===== src/rtl/mant_multiplier.sv =====
// mant_multiplier
//
// Iterative radix-2 shift-and-add multiplier for hidden-bit-inclusive
// mantissas. One partial-product step is taken per clock. The raw
// 2*MANT_WIDTH+2 bit product is then normalized into mantissa + guard +
// round, a sticky bit, and an overflow flag (product >= 2.0) that the
// FP multiply unit uses to adjust the exponent.
//
// Ports
//   CLK     in   rising-edge clock
//   nRST    in   synchronous active-low reset
//   en      in   start request, only looked at while idle
//   x, y    in   [MANT_WIDTH:0] unsigned operands, captured on accept
//   result  out  [MANT_WIDTH+2:0] normalized product {mantissa, guard, round}
//   sticky  out  OR of all product bits below result
//   ovf     out  product bit 2*MANT_WIDTH+1 was set
//   done    out  one-cycle pulse; result/sticky/ovf valid with it
//   busy    out  operation in flight
//
// State  | meaning
// -------+-----------------------------------------------------------
// IDLE   | waiting for en; operands captured on the accepting edge
// MUL    | one shift-and-add step per edge, MANT_WIDTH+1 steps total
// NORM   | normalize the product, register outputs, pulse done
//
// MANT_WIDTH must be at least 3 so every normalization slice is legal.

module mant_multiplier #(
  parameter int MANT_WIDTH = 10
) (
  input  logic                  CLK,
  input  logic                  nRST,
  input  logic                  en,
  input  logic [MANT_WIDTH:0]   x,
  input  logic [MANT_WIDTH:0]   y,
  output logic [MANT_WIDTH+2:0] result,
  output logic                  sticky,
  output logic                  ovf,
  output logic                  done,
  output logic                  busy
);

  localparam int W     = MANT_WIDTH;
  localparam int PW    = 2 * W + 2;
  localparam int CNT_W = $clog2(W + 1);

  localparam logic [CNT_W-1:0] CNT_INIT = CNT_W'(W);
  localparam logic [CNT_W-1:0] CNT_ONE  = CNT_W'(1);
  localparam logic [CNT_W-1:0] CNT_ZERO = '0;

  typedef enum logic [1:0] {
    ST_IDLE = 2'd0,
    ST_MUL  = 2'd1,
    ST_NORM = 2'd2
  } state_t;

  state_t state_q, state_d;

  logic [W:0]       a_q, a_d;
  logic [W:0]       q_q, q_d;
  logic [W:0]       m_q, m_d;
  logic [CNT_W-1:0] n_q, n_d;

  logic [W+2:0] result_q, result_d;
  logic         sticky_q, sticky_d;
  logic         ovf_q, ovf_d;
  logic         done_q, done_d;

  // control strobes from the output decoder
  logic load;
  logic step;
  logic finish;
  logic last_step;

  assign last_step = (n_q == CNT_ZERO);

  // ---------------------------------------------------------------
  // FSM: state register
  // ---------------------------------------------------------------
  always_ff @(posedge CLK) begin
    if (!nRST) begin
      state_q <= ST_IDLE;
    end else begin
      state_q <= state_d;
    end
  end

  // ---------------------------------------------------------------
  // FSM: next-state logic
  // ---------------------------------------------------------------
  always_comb begin
    state_d = state_q;
    unique case (state_q)
      ST_IDLE: if (en)        state_d = ST_MUL;
      ST_MUL:  if (last_step) state_d = ST_NORM;
      ST_NORM:                state_d = ST_IDLE;
      default:                state_d = ST_IDLE;
    endcase
  end

  // ---------------------------------------------------------------
  // FSM: output decode
  // ---------------------------------------------------------------
  always_comb begin
    load   = 1'b0;
    step   = 1'b0;
    finish = 1'b0;
    busy   = 1'b1;
    unique case (state_q)
      ST_IDLE: begin
        busy = 1'b0;
        load = en;
      end
      ST_MUL:  step   = 1'b1;
      ST_NORM: finish = 1'b1;
      default: busy   = 1'b0;
    endcase
  end

  // ---------------------------------------------------------------
  // Shift-and-add datapath
  // ---------------------------------------------------------------
  // The sum keeps its carry so A+m never loses the top bit; the carry
  // becomes A's MSB after the right shift.
  logic [W+1:0] sum;
  assign sum = q_q[0] ? ({1'b0, a_q} + {1'b0, m_q}) : {1'b0, a_q};

  always_comb begin
    a_d = a_q;
    q_d = q_q;
    m_d = m_q;
    n_d = n_q;
    if (load) begin
      a_d = '0;
      q_d = y;
      m_d = x;
      n_d = CNT_INIT;
    end else if (step) begin
      a_d = sum[W+1:1];
      q_d = {sum[0], q_q[W:1]};
      n_d = n_q - CNT_ONE;
    end
  end

  always_ff @(posedge CLK) begin
    if (!nRST) begin
      a_q <= '0;
      q_q <= '0;
      m_q <= '0;
      n_q <= '0;
    end else begin
      a_q <= a_d;
      q_q <= q_d;
      m_q <= m_d;
      n_q <= n_d;
    end
  end

  // ---------------------------------------------------------------
  // Normalization
  // ---------------------------------------------------------------
  // No leading-zero shift: a product without a hidden bit (denormal
  // input) falls into the low slice as-is and is fixed up downstream.
  logic [PW-1:0] prod;
  logic          prod_msb;
  logic [W+2:0]  res_hi, res_lo;
  logic          sticky_hi, sticky_lo;

  assign prod      = {a_q, q_q};
  assign prod_msb  = prod[PW-1];
  assign res_hi    = prod[PW-1:W-1];
  assign res_lo    = prod[PW-2:W-2];
  assign sticky_hi = |prod[W-2:0];
  assign sticky_lo = |prod[W-3:0];

  always_comb begin
    result_d = result_q;
    sticky_d = sticky_q;
    ovf_d    = ovf_q;
    done_d   = 1'b0;
    if (finish) begin
      done_d   = 1'b1;
      ovf_d    = prod_msb;
      result_d = prod_msb ? res_hi : res_lo;
      sticky_d = prod_msb ? sticky_hi : sticky_lo;
    end
  end

  always_ff @(posedge CLK) begin
    if (!nRST) begin
      result_q <= '0;
      sticky_q <= 1'b0;
      ovf_q    <= 1'b0;
      done_q   <= 1'b0;
    end else begin
      result_q <= result_d;
      sticky_q <= sticky_d;
      ovf_q    <= ovf_d;
      done_q   <= done_d;
    end
  end

  assign result = result_q;
  assign sticky = sticky_q;
  assign ovf    = ovf_q;
  assign done   = done_q;

endmodule


===== config.mk =====
export PLATFORM = sky130hd
export DESIGN_NAME = mant_multiplier
export DESIGN_NICKNAME = d
export VERILOG_FILES = /design/src/rtl/mant_multiplier.sv
export SDC_FILE = /design/constraint.sdc
export NUM_CORES = 1
export LEC_CHECK = 0
export BUFFER_PORTS_ARGS = -buffer_cell sky130_fd_sc_hd__buf_4
export CAP_MARGIN = 20
export CORE_MARGIN = 5
export CORE_UTILIZATION = 55
export DETAILED_ROUTE_END_ITERATION = 12
export PLACE_DENSITY = 0.77
export SLEW_MARGIN = 20
export SYNTH_ARGS = -nofsm -noshare
export SYNTH_HDL_FRONTEND = slang
export SYNTH_SLANG_ARGS = --single-unit

===== constraint.sdc =====
create_clock -name CLK -period 2.45 [get_ports CLK]
set_input_delay 0.1225 -clock CLK [delete_from_list [all_inputs] [get_ports CLK]]
set_output_delay 0.1225 -clock CLK [all_outputs]
set_load 0.05 [all_outputs]

==> impl_metrics.tcl <==
set metrics [dict create \
    outcome "complete, no violations" \
    crit_path_max_fanout 5 \
    final_cell_mix "nand2_1 (56), dfxtp_1 (55), buf_4 (46), mux2i_1 (31), o211a_1 (22)" \
    netlist_area_sq_um 2860 \
    slew_headroom_pct 52.2 \
    synth.distinct_cells 33 \
    cp_slowest_stage_delay_ns 0.40 \
    fp.coreArea_sq_um 5070 \
    die_w_um 82.2 \
    synth_compound_area_share_pct 21.9 \
    insertion_delay_ns 0.31 \
    dr.pass1.iters 4 \
    yosys.area_share.simple_pct 13.4 \
    dpl.hpwl_um 3990 \
    rsz0062_at_grt "false" \
    io_buffers 41 \
    synth.net_count 359 \
    slowest_stage "dfxtp_1" \
    syn_area_per_cell_sq_um 9.03 \
    wl_um 5540 \
    crit_chain "ha_1 -> inv_1 -> fa_1 -> nand2b_1 -> a21oi_1 -> nand2b_1 -> xor2_1 -> mux2i_1 -> a21oi_1" \
    grt_max_degree 45 \
    fmax_ghz 0.483 \
    fin_cells 420 \
    crit_arrival_ns 2.30 \
    tightest_slew_ns 0.715 \
    synth_cells 317 \
    min_path_type "input pin to flip-flop" \
    crit_path_start_kind "flip-flop" \
    clock_path_buffers 2 \
    cts_hold_buf 0 \
    dieArea_sq_um 6750 \
    hold_viol_final 0 \
    grtUsageTotal_pct 17.6 \
    required_ns 2.68 \
    num_antenna_cells 0 \
    skew_ns 0.00843 \
    area_growth_pct 15.6 \
    post-route-period-util_pct 84.5 \
    cts_resized 0 \
    tns_ns 0 \
    clk_pin_slew_worst_paths_ns 0.10 \
    synth_top_family_by_area "compound AO/OA/AOI/OAI gates" \
    dp.cells 412 \
    drt_iter0_markers 122 \
    floorplan.initialDensity_pct 56.4 \
    critPathKind "flip-flop to flip-flop" \
    cts.sinks 55 \
    drive_gt1_share_pct 16.0 \
    p_total_mw 3.55 \
    drv_slew 0 \
    hold_ws_ns 0.0414 \
    p_leak_nw 1.50 \
    synth.ff_latch_count 55 \
    synth-xor-area-share_pct 3.67 \
    post-cts-setup-buffers 0 \
    r2r_cells 9 \
    finalSetupViolCount 0 \
    antenna_found_initial 0 \
    cts_buffers 5 \
    cts_tree "yes" \
    power_per_cell_area_nw_per_um2 1070 \
    period_needed_ns 2.07 \
    htreeDepth 2 \
    hold_depth 2 \
    num_vias 2287 \
    wire_per_inst_um 13.2 \
    synth.area.mux_share_pct 10.8 \
    vias_per_cell 5.45 \
    overflow 0 \
    crit_path_end_kind "flip-flop" \
    drc_errors 0 \
    gp_congestion 0.870 \
    seq_area_frac_synth_pct 38.4 \
    grt_pass1_vias 2044 \
    grt_first_pass_wirelength_um 9330 \
    mostFrequentLayoutCell "nand2_1" \
    drv_cap 0 \
    placementRows 26 \
    cts-root-buf "clkbuf_8" \
    synthAdderAreaFrac_pct 7.69 \
    yosysWarnings 0 \
    io-pin-count 42 \
    fillers 451 \
    ir_worst_vdd_v 0.000544 \
    ant_nets 0 \
    fin_nets 391 \
    fp.dieH_um 82.2 \
]
==> area by class of cell <==
class	count	area, sq um	share of cell area, %
multi-input combinational	232	1650	49.7
sequential	55	1100	33.2
timing repair buffer	46	345	10.4
tap	70	87.6	2.64
clock buffer	6	82.6	2.49
inverter	9	33.8	1.02
clock inverter	2	16.3	0.491
==> metrics by stage <==
stage	worst slack, ns	cell area (sq um)	utilization (%)
2_1_floorplan	0.611	2860	-
3_3_place_gp	0.466	3210	63.3
3_5_place_dp	0.405	3210	63.3
4_1_cts	0.371	3310	65.3
5_1_grt	0.197	3310	65.3
6_report	0.379	3310	65.3
==> worst paths after layout <==
path               start  endpoint  slack [ns]
hold reg to reg   m_q[6]    m_q[6]        0.47
setup / recovery  a_q[0]    a_q[5]        0.38
setup reg to reg  a_q[0]    a_q[5]        0.38
hold / removal      y[4]    q_q[4]        0.04
==> state kept, by name, indices dropped and copies added (netlist names) <==
| register | cells |
|---|---|
| done | 1 |
| a_q | 11 |
| result | 13 |
| sticky | 1 |
| n_q | 4 |
| m_q | 11 |
| q_q | 11 |
| state_q | 2 |
| ovf | 1 |
==> metal layers <==
layer,GRT usage [%],vias up,wire length (um)
li1,-,1176,-
met1,23.5,1045,2790
met2,28.1,58,2400
met3,3.69,8,257
met4,6.64,0,99
met5,0,-,0
==> Yosys cell counts <==
cell type,instances,area [sq um]
nand2b_1,6,37.5
nor2_1,11,41.3
a31oi_4,1,21.3
o21ai_0,11,55.1
fa_1,1,20.0
and3_1,1,6.26
xnor2_1,6,52.6
clkbuf_1,15,56.3
ha_1,16,200
nand2_1,56,210
nor3_1,2,10.0
a21boi_1,1,7.51
a311o_1,1,10.0
nor4_1,1,6.26
nor4b_1,1,8.76
buf_2,4,20.0
o221a_2,1,11.3
nor2b_1,6,37.5
buf_1,2,7.51
o21a_1,1,7.51
a21boi_0,13,97.6
a211oi_1,3,22.5
dfxtp_1,55,1100
mux2i_1,31,310
and2_1,4,25.0
a31oi_1,5,31.3
o211ai_1,2,15.0
xor2_1,6,52.6
o211a_1,22,220
o22ai_1,1,6.26
inv_1,9,33.8
o221ai_1,3,26.3
a21oi_1,19,95.1
==> cell families after synthesis <==
group / count (synthesis)
simple gates: 88
compound gates: 84
flops: 55
mux: 31
buf+inv: 30
fa+ha+maj: 17
xor+xnor: 12
==> worst max-delay path: cells and delay by family, from the launching register on <==
kind | cells | cell delay, ns
adders and majority gates | 2 | 0.57
buffers and inverters | 1 | 0.05
DFF | 1 | 0.40
and+or+nand+nor | 2 | 0.35
AOI/OAI and AO/OA | 2 | 0.37
muxes | 1 | 0.09
xor gates and xnor gates | 1 | 0.15
==> power by group <==
| group | internal [mW] | switching (mW) | leakage (nW) | total (mW) |
|---|---|---|---|---|
| Sequential | 1.14 | 0.227 | 0.450 | 1.37 |
| Combinational | 0.678 | 0.978 | 0.998 | 1.66 |
| Clock | 0.231 | 0.298 | 0.0474 | 0.529 |
Power figures use the tool's default switching activity.
